`config.mk`:
```
export PLATFORM = sky130hd
export DESIGN_NAME = spdif_lock_ctrl_flat
export DESIGN_NICKNAME = d
export VERILOG_FILES = /design/src/rtl/spdif_pkg.sv /design/src/rtl/spdif_lock_ctrl_if.sv /design/src/rtl/spdif_edge_classifier.sv /design/src/rtl/spdif_lock_ctrl.sv /design/src/flat_wrapper.sv
export SDC_FILE = /design/constraint.sdc
export NUM_CORES = 1
export LEC_CHECK = 0
export CORE_MARGIN = 5
export CORE_UTILIZATION = 50
export DETAILED_ROUTE_END_ITERATION = 10
export GPL_ROUTABILITY_DRIVEN = 0
export PLACE_DENSITY_LB_ADDON = 0.15
export SLEW_MARGIN = 10
export SYNTH_ARGS = -nofsm -noshare
export SYNTH_HDL_FRONTEND = slang
export SYNTH_HIERARCHICAL = 1
export SYNTH_SLANG_ARGS = --single-unit
```
`constraint.sdc`:
```
create_clock -name clk -period 5.5 [get_ports clk]
set_input_delay 1.375 -clock clk [delete_from_list [all_inputs] [get_ports clk]]
set_output_delay 1.375 -clock clk [all_outputs]
set_load 0.02 [all_outputs]
```
`src/rtl/spdif_pkg.sv`:
```
// ----------------------------------------------------------------------------
// spdif_pkg
//   Shared types and helpers for the S/PDIF lock/rate controller.
//   - lock_state_t      : controller state encoding (also the lock_state output)
//   - CLS_*             : edge classification codes; 1..3 equal the UI count
//   - calc_thresholds() : decoder thresholds derived from the measured UI
//   - SUBFRAME_UI / PREAMBLE_GUARD : subframe spacing and preamble qualifier
// ----------------------------------------------------------------------------
package spdif_pkg;

    typedef enum logic [1:0] {
        LS_IDLE    = 2'd0,
        LS_MEASURE = 2'd1,
        LS_VERIFY  = 2'd2,
        LS_LOCKED  = 2'd3
    } lock_state_t;

    // Codes 1..3 are chosen so a legal class adds directly to the UI accumulator.
    localparam logic [2:0] CLS_RUNT = 3'd0;
    localparam logic [2:0] CLS_1    = 3'd1;
    localparam logic [2:0] CLS_2    = 3'd2;
    localparam logic [2:0] CLS_3    = 3'd3;
    localparam logic [2:0] CLS_LONG = 3'd4;

    localparam logic [6:0] SUBFRAME_UI    = 7'd64;
    localparam logic [6:0] PREAMBLE_GUARD = 7'd8;

    typedef struct packed {
        logic [7:0] t1;
        logic [7:0] t2;
        logic [7:0] t3;
    } thresh_t;

    // Boundaries sit half a UI above each nominal length. UI <= 63 keeps t3 <= 220.
    function automatic thresh_t calc_thresholds(input logic [7:0] ui);
        thresh_t    t;
        logic [7:0] half;
        half = ui >> 1;
        t.t1 = ui + half;
        t.t2 = (ui << 1) + half;
        t.t3 = (ui << 1) + ui + half;
        return t;
    endfunction

endpackage

```
`src/rtl/spdif_lock_ctrl_if.sv`:
```
// ----------------------------------------------------------------------------
// spdif_lock_ctrl_if
//   Bus between the edge correlator / preamble extractor and the lock controller.
//   master : drives ena, rx_edge, edge_len; observes configuration and status
//   slave  : the lock controller
//   Signals: ena, rx_edge, edge_len[7:0], cfg_ui/t1/t2/t3[7:0], cfg_valid,
//            audio_locked, lock_state[1:0], subframe_strobe, err_strobe
// ----------------------------------------------------------------------------
interface spdif_lock_ctrl_if;
    logic       ena;
    logic       rx_edge;
    logic [7:0] edge_len;
    logic [7:0] cfg_ui;
    logic [7:0] cfg_t1;
    logic [7:0] cfg_t2;
    logic [7:0] cfg_t3;
    logic       cfg_valid;
    logic       audio_locked;
    logic [1:0] lock_state;
    logic       subframe_strobe;
    logic       err_strobe;

    modport master (
        output ena, rx_edge, edge_len,
        input  cfg_ui, cfg_t1, cfg_t2, cfg_t3, cfg_valid,
               audio_locked, lock_state, subframe_strobe, err_strobe
    );

    modport slave (
        input  ena, rx_edge, edge_len,
        output cfg_ui, cfg_t1, cfg_t2, cfg_t3, cfg_valid,
               audio_locked, lock_state, subframe_strobe, err_strobe
    );
endinterface

```
`src/rtl/spdif_edge_classifier.sv`:
```
// ----------------------------------------------------------------------------
// spdif_edge_classifier
//   Combinational classification of one edge-to-edge length against the
//   current UI and thresholds.
//   i_len        : edge length in clk cycles (255 = saturated)
//   i_ui         : measured UI
//   i_t1..i_t3   : 1/2, 2/3 and 3/violation boundaries
//   o_cls        : CLS_RUNT, CLS_1, CLS_2, CLS_3 or CLS_LONG
// ----------------------------------------------------------------------------
module spdif_edge_classifier
    import spdif_pkg::*;
(
    input  logic [7:0] i_len,
    input  logic [7:0] i_ui,
    input  logic [7:0] i_t1,
    input  logic [7:0] i_t2,
    input  logic [7:0] i_t3,
    output logic [2:0] o_cls
);
    always_comb begin
        o_cls = CLS_LONG;
        if (i_len < (i_ui >> 1))
            o_cls = CLS_RUNT;
        else if (i_len <= i_t1)
            o_cls = CLS_1;
        else if (i_len <= i_t2)
            o_cls = CLS_2;
        else if (i_len <= i_t3)
            o_cls = CLS_3;
    end
endmodule

```
`src/rtl/spdif_lock_ctrl.sv`:
```
// ----------------------------------------------------------------------------
// spdif_lock_ctrl
//   Measures the S/PDIF unit interval, programs the decoder thresholds and
//   qualifies lock on 64-UI subframe spacing.
//   clk   : single clock
//   reset : synchronous, active-high
//   bus   : spdif_lock_ctrl_if.slave (ena, rx_edge, edge_len in; cfg_*, status out)
//
//   state   | meaning
//   --------+-----------------------------------------------------------
//   IDLE    | no signal; first edge starts a measurement (its len dropped)
//   MEASURE | track minimum edge_len over WIN_EDGES edges
//   VERIFY  | cfg_* loaded; need LOCK_COUNT consecutive good subframes
//   LOCKED  | audio_locked; ERR_LIMIT consecutive bad events drop to MEASURE
// ----------------------------------------------------------------------------
module spdif_lock_ctrl
    import spdif_pkg::*;
#(
    parameter int WIN_EDGES  = 128,
    parameter int MIN_UI     = 4,
    parameter int MAX_UI     = 63,
    parameter int LOCK_COUNT = 8,
    parameter int ERR_LIMIT  = 4,
    parameter int TIMEOUT    = 1023
) (
    input logic             clk,
    input logic             reset,
    spdif_lock_ctrl_if.slave bus
);
    localparam logic [1:0] S_IDLE    = LS_IDLE;
    localparam logic [1:0] S_MEASURE = LS_MEASURE;
    localparam logic [1:0] S_VERIFY  = LS_VERIFY;
    localparam logic [1:0] S_LOCKED  = LS_LOCKED;

    logic [1:0] r_state;
    logic [7:0] r_min_len;
    logic [6:0] r_win_cnt;
    logic [6:0] r_ui_acc;
    logic       r_armed;
    logic [3:0] r_good_cnt;
    logic [2:0] r_err_cnt;
    logic [9:0] r_idle_cnt;
    logic [7:0] r_cfg_ui, r_cfg_t1, r_cfg_t2, r_cfg_t3;
    logic       r_cfg_valid, r_locked, r_sub_stb, r_err_stb;

    logic [2:0] w_cls;
    logic [7:0] w_new_min;
    thresh_t    w_thr;
    logic       w_win_ok, w_violation, w_start, w_good, w_bad, w_clr;
    logic [7:0] w_acc_sum;
    logic [6:0] w_acc_next;

    spdif_edge_classifier u_cls (
        .i_len (bus.edge_len),
        .i_ui  (r_cfg_ui),
        .i_t1  (r_cfg_t1),
        .i_t2  (r_cfg_t2),
        .i_t3  (r_cfg_t3),
        .o_cls (w_cls)
    );

    assign w_new_min   = (bus.edge_len < r_min_len) ? bus.edge_len : r_min_len;
    assign w_thr       = calc_thresholds(w_new_min);
    assign w_win_ok    = (w_new_min >= 8'(MIN_UI)) && (w_new_min <= 8'(MAX_UI));
    assign w_violation = (w_cls == CLS_RUNT) || (w_cls == CLS_LONG);
    // Inner 3-UI pulses of B/M preambles arrive with ui_acc < 8 and are not starts.
    assign w_start     = (w_cls == CLS_3) && (r_ui_acc >= PREAMBLE_GUARD);
    assign w_good      = w_start && r_armed && (r_ui_acc == SUBFRAME_UI);
    assign w_bad       = w_start && r_armed && (r_ui_acc != SUBFRAME_UI);
    assign w_acc_sum   = {1'b0, r_ui_acc} + {5'd0, w_cls};
    assign w_acc_next  = w_acc_sum[7] ? 7'd127 : w_acc_sum[6:0];

    // Timeout shares the reset path: an edge in the terminal cycle reloads instead.
    assign w_clr = reset || !bus.ena ||
                   (!bus.rx_edge && (r_state != S_IDLE) && (r_idle_cnt == 10'd1));

    always_ff @(posedge clk) begin
        if (w_clr) begin
            r_state     <= S_IDLE;
            r_min_len   <= 8'hFF;
            r_win_cnt   <= 7'(WIN_EDGES - 1);
            r_ui_acc    <= '0;
            r_armed     <= 1'b0;
            r_good_cnt  <= '0;
            r_err_cnt   <= '0;
            r_idle_cnt  <= 10'(TIMEOUT);
            r_cfg_ui    <= '0;
            r_cfg_t1    <= '0;
            r_cfg_t2    <= '0;
            r_cfg_t3    <= '0;
            r_cfg_valid <= 1'b0;
            r_locked    <= 1'b0;
            r_sub_stb   <= 1'b0;
            r_err_stb   <= 1'b0;
        end else begin
            r_sub_stb <= 1'b0;
            r_err_stb <= 1'b0;
            if (!bus.rx_edge) begin
                if (r_state != S_IDLE)
                    r_idle_cnt <= r_idle_cnt - 10'd1;
            end else begin
                r_idle_cnt <= 10'(TIMEOUT);
                case (r_state)
                    S_IDLE: begin
                        r_state   <= S_MEASURE;
                        r_min_len <= 8'hFF;
                        r_win_cnt <= 7'(WIN_EDGES - 1);
                    end
                    S_MEASURE: begin
                        if (r_win_cnt == 7'd0) begin
                            r_min_len <= 8'hFF;
                            r_win_cnt <= 7'(WIN_EDGES - 1);
                            if (w_win_ok) begin
                                r_cfg_ui    <= w_new_min;
                                r_cfg_t1    <= w_thr.t1;
                                r_cfg_t2    <= w_thr.t2;
                                r_cfg_t3    <= w_thr.t3;
                                r_cfg_valid <= 1'b1;
                                r_state     <= S_VERIFY;
                                r_ui_acc    <= '0;
                                r_armed     <= 1'b0;
                                r_good_cnt  <= '0;
                            end else begin
                                r_cfg_valid <= 1'b0;
                            end
                        end else begin
                            r_min_len <= w_new_min;
                            r_win_cnt <= r_win_cnt - 7'd1;
                        end
                    end
                    default: begin  // VERIFY, LOCKED
                        if (w_start) begin
                            r_ui_acc <= 7'd3;
                            r_armed  <= 1'b1;
                        end else if (!w_violation) begin
                            r_ui_acc <= w_acc_next;
                        end
                        r_err_stb <= w_violation || w_bad;
                        r_sub_stb <= w_good;

                        if (w_violation || w_bad) begin
                            if ((r_state == S_VERIFY) || (r_err_cnt == 3'(ERR_LIMIT - 1))) begin
                                r_state     <= S_MEASURE;
                                r_cfg_valid <= 1'b0;
                                r_locked    <= 1'b0;
                                r_good_cnt  <= '0;
                                r_err_cnt   <= '0;
                                r_min_len   <= 8'hFF;
                                r_win_cnt   <= 7'(WIN_EDGES - 1);
                            end else begin
                                r_err_cnt <= r_err_cnt + 3'd1;
                            end
                        end else if (w_good) begin
                            r_err_cnt <= '0;
                            if (r_state == S_VERIFY) begin
                                if (r_good_cnt == 4'(LOCK_COUNT - 1)) begin
                                    r_state  <= S_LOCKED;
                                    r_locked <= 1'b1;
                                end else begin
                                    r_good_cnt <= r_good_cnt + 4'd1;
                                end
                            end
                        end
                    end
                endcase
            end
        end
    end

    assign bus.cfg_ui          = r_cfg_ui;
    assign bus.cfg_t1          = r_cfg_t1;
    assign bus.cfg_t2          = r_cfg_t2;
    assign bus.cfg_t3          = r_cfg_t3;
    assign bus.cfg_valid       = r_cfg_valid;
    assign bus.audio_locked    = r_locked;
    assign bus.lock_state      = r_state;
    assign bus.subframe_strobe = r_sub_stb;
    assign bus.err_strobe      = r_err_stb;
endmodule
```
`src/flat_wrapper.sv`:
```
// flat-port wrapper written by rule: the top's interface ports become plain ports
module spdif_lock_ctrl_flat import spdif_pkg::*;
#(
    parameter int WIN_EDGES  = 128,
    parameter int MIN_UI     = 4,
    parameter int MAX_UI     = 63,
    parameter int LOCK_COUNT = 8,
    parameter int ERR_LIMIT  = 4,
    parameter int TIMEOUT    = 1023
)
  (clk, reset, bus_ena, bus_rx_edge, bus_edge_len, bus_cfg_ui, bus_cfg_t1, bus_cfg_t2, bus_cfg_t3, bus_cfg_valid, bus_audio_locked, bus_lock_state, bus_subframe_strobe, bus_err_strobe);
  spdif_lock_ctrl_if bus_i ();
  input logic clk;
  input logic reset;
  input wire logic [$bits(bus_i.ena)-1:0] bus_ena;
  input wire logic [$bits(bus_i.rx_edge)-1:0] bus_rx_edge;
  input wire logic [$bits(bus_i.edge_len)-1:0] bus_edge_len;
  output wire logic [$bits(bus_i.cfg_ui)-1:0] bus_cfg_ui;
  output wire logic [$bits(bus_i.cfg_t1)-1:0] bus_cfg_t1;
  output wire logic [$bits(bus_i.cfg_t2)-1:0] bus_cfg_t2;
  output wire logic [$bits(bus_i.cfg_t3)-1:0] bus_cfg_t3;
  output wire logic [$bits(bus_i.cfg_valid)-1:0] bus_cfg_valid;
  output wire logic [$bits(bus_i.audio_locked)-1:0] bus_audio_locked;
  output wire logic [$bits(bus_i.lock_state)-1:0] bus_lock_state;
  output wire logic [$bits(bus_i.subframe_strobe)-1:0] bus_subframe_strobe;
  output wire logic [$bits(bus_i.err_strobe)-1:0] bus_err_strobe;
  assign bus_i.ena = bus_ena;
  assign bus_i.rx_edge = bus_rx_edge;
  assign bus_i.edge_len = bus_edge_len;
  assign bus_cfg_ui = bus_i.cfg_ui;
  assign bus_cfg_t1 = bus_i.cfg_t1;
  assign bus_cfg_t2 = bus_i.cfg_t2;
  assign bus_cfg_t3 = bus_i.cfg_t3;
  assign bus_cfg_valid = bus_i.cfg_valid;
  assign bus_audio_locked = bus_i.audio_locked;
  assign bus_lock_state = bus_i.lock_state;
  assign bus_subframe_strobe = bus_i.subframe_strobe;
  assign bus_err_strobe = bus_i.err_strobe;
  spdif_lock_ctrl #(.WIN_EDGES(WIN_EDGES), .MIN_UI(MIN_UI), .MAX_UI(MAX_UI), .LOCK_COUNT(LOCK_COUNT), .ERR_LIMIT(ERR_LIMIT), .TIMEOUT(TIMEOUT)) u_core (.clk(clk), .reset(reset), .bus(bus_i));
endmodule
```
==> reports/qor.txt <==
final core utilization = 62.6%
initial drt markers = 328
Final #Nets = 863
total CTS buffers = 9
routed len/inst = 17.2 microns
number of synthesized flops with an enable pin = 0
clock tree sinks = 76
Std-Cell Rows = 38
Worst Reg2Reg Path Length in Cells = 19
vias after detailed routing = 5478
hold depth = 2
total gr overflow = 0
P_leak = 0.00274 uW
DRT met1 WL = 6630 microns
CP arrival = 5.61 ns
Max Cap Viol = 0
Final HPWL DP = 11900 microns
TritonCTS clock tree = built
synthesized flop and latch total = 76
Finished Layout Cells = 931
syn avg cell area = 7.94 sq um
clk_lat worst skew = 0.34 ns
Tcrit/Tclk final = 97.0%
P&R area growth vs syn = 21.9%
dpl ws = -0.102 ns
DR pass1 iterations = 5
Least-Margin Pin Slew = 0.769 ns
ys flop type = dfxtp_1
maximum clock rate = 0.187 GHz
clock buffer depth = 2
count of cell types in the netlist = 77
hold endpoint = u_core/bus.cfg_t2[1]
Worst R2R Setup Slack = 1.00 ns
die area = 13500 sq um
metal2 WL = 7710 microns
Die X = 116 microns
Ys Warns = 6
most frequent cells in the layout = nand2_1 (99), dfxtp_1 (76), a21oi_1 (70), ha_1 (63), nor2_1 (54)
Post-Place Cells = 914
Peak VDD IR = 0.215 mV
Tmin final = 5.34 ns
Setup-failing EPs final = 0
min-delay src = u_core/bus.cfg_t2[1]
hold crit path type = register to register
highest routed layer = met4
CP Max Fanout = 4
Root Driver = clkbuf_16
hold_buf cts = 0
sequential area share after synthesis = 27.1%
Inserted Diodes = 0
vias per cell = 5.88
status = finished, final reports clean
area of the mapped netlist = 5620 sq um
top cell type by total area after synthesis = dfxtp_1
Initial Utilization = 51.4%
gate count of the mapped netlist = 707
Startpoint Class = primary input
Final Max Slew Viols = 0
final worst setup slack = 0.164 ns
final hold vios = 0
CP required = 5.78 ns
share of the synthesized area in the top cell type = 27.1%
initial antenna violation count = 0
Worst-path clk slew = 0.06 ns
most common cell after layout, fill and taps aside = nand2_1
crit path capture type = register
FF-to-FF End = u_core/bus.cfg_t3[7]
drt total wl = 16000 microns
port bufs = 49
Post-synth ARST share = 0%
largest net degree at the start of global routing = 42
critical setup path kind = primary input to register
H-tree lvl count = 3
vias in the first global route = 5419
Ports = 50
DR DRC count = 0
top cells by area, synth = dfxtp_1 (27%), ha_1 (14%), nand2_1 (6.6%)
WL met3 = 1110 microns
CORE AREA = 10900 sq um
PD cells = 233 nW/um^2
Net Count, Synth = 784
Final Skew = 0.00501 ns
gr usage total = 24.7%
slew margin rel. = 48.1%
Reg-to-Reg Start = u_core/r_min_len[3]
Routed Antenna Nets = 0
die height = 116 microns
layout cell share with drive strength beyond 1 = 13.7%
first-pass GRT wire length = 26300 microns
metrics by stage:
step | cell area [sq um] | power [uW] | setup TNS [ns] | hold WS, ns
final | 6850 | 1600 | 0 | 0.468
after global routing | 6850 | 1680 | -0.0208 | 0.504
after CTS | 6830 | 1600 | 0 | 0.470
after detailed placement | 6510 | 946 | -0.102 | 0.462
after global placement | 6510 | 936 | -0.00759 | 0.458
after floorplan | 5620 | 821 | 0 | 0.441
power breakdown:
part | internal, uW | leakage, uW | switching (uW)
logic | 172 | 0.00198 | 214
clock network | 400 | 0.000150 | 252
registers | 553 | 0.000614 | 4.38
metal layers:
layer / GRT usage, % / up-vias
li1: - / 2668
met1: 29.9 / 2555
met2: 42.2 / 212
met3: 5.80 / 43
met4: 10.1 / 0
met5: 0 / -
sequential cells by signal, summed over array words and instances, names as in the netlist, 2 cells and up:
| register | count |
|---|---|
| u_core/bus.cfg_ui | 8 |
| u_core/r_good_cnt | 4 |
| u_core/r_win_cnt | 7 |
| u_core/r_ui_acc | 7 |
| u_core/bus.lock_state | 2 |
| u_core/bus.cfg_t1 | 8 |
| u_core/bus.cfg_t2 | 7 |
| u_core/r_min_len | 8 |
| u_core/bus.cfg_t3 | 7 |
| u_core/r_idle_cnt | 10 |
| u_core/r_err_cnt | 3 |
synthesized netlist by cell type, types with 4 or more instances:
master and n:
o22ai_1 5, a21oi_2 7, ha_1 63, and3_1 5, dfxtp_1 76, nand2_1 99
a21oi_1 71, o21ai_0 19, nor2b_1 5, nor4_1 8, nor3_1 9, buf_2 5
o21ai_2 4, inv_2 6, mux2i_1 12, a21o_1 10, o31ai_1 5, clkbuf_1 17
nand3_1 15, xor2_1 7, o211ai_1 12, nand2b_1 4, o21ai_1 11, nand4_1 11
nand3b_1 4, a2111oi_0 4, nor2_1 54, xnor2_1 24, a211oi_1 9, or2_2 4
inv_1 51
repair_timing:
| action | CTS | global route |
|---|---|---|
| resized for setup | 0 | 2 |
| hold endpoints to repair | 0 | 0 |
| setup buffers | 0 | 1 |
| endpoints found under the setup margin | 0 | 1 |
logic make-up (layout without fill, tap and decap cells):
logic type      after synthesis  count (layout)  synth area share [%]
simple gates                233             233                  19.3
compound gates              196             196                  23.9
buf+inv                      87             171                  6.53
flops                        76              76                  27.1
fa+ha+maj                    68              68                  15.3
xor+xnor                     32              32                  5.12
mux                          15              15                  2.74
worst max-delay path, stage by stage:
cell and delay, ns:
clkdlybuf4s50_1 0.43, ha_1 0.29, or3_1 0.36, o211ai_1 0.14
a221oi_2 0.12, nor2_2 0.22, mux2_2 0.40, xnor2_2 0.16
ha_1 0.18, or2_2 0.32, fa_1 0.42, a21o_1 0.17
a21oi_1 0.20, o21bai_1 0.09, a21oi_1 0.17, xor2_1 0.20
nor2_1 0.06, nand3b_1 0.15, a21oi_1 0.15
how the worst max path moves through the flow:
stage / startpoint / to / depth (start not counted)
5_1_grt: bus_edge_len[2] / u_core/bus.cfg_t3[7] / 19
4_1_cts: bus_edge_len[2] / u_core/bus.cfg_t3[7] / 19
3_5_place_dp: bus_edge_len[2] / u_core/bus.cfg_t3[7] / 19
2_1_floorplan: bus_edge_len[2] / u_core/bus.cfg_t3[7] / 21
6_report: bus_edge_len[2] / u_core/bus.cfg_t3[7] / 19
3_3_place_gp: bus_edge_len[2] / u_core/bus.cfg_t3[7] / 19
layout make-up:
cell class / instances / area [sq um]
sequential: 76 / 1520
fill: 946 / 4090
multi-input combinational: 544 / 3750
inverter: 57 / 214
clock inverter: 5 / 85.1
timing repair buffer: 98 / 871
tap: 140 / 175
clock buffer: 11 / 233
No activity file was read; power rests on OpenSTA's default activity.
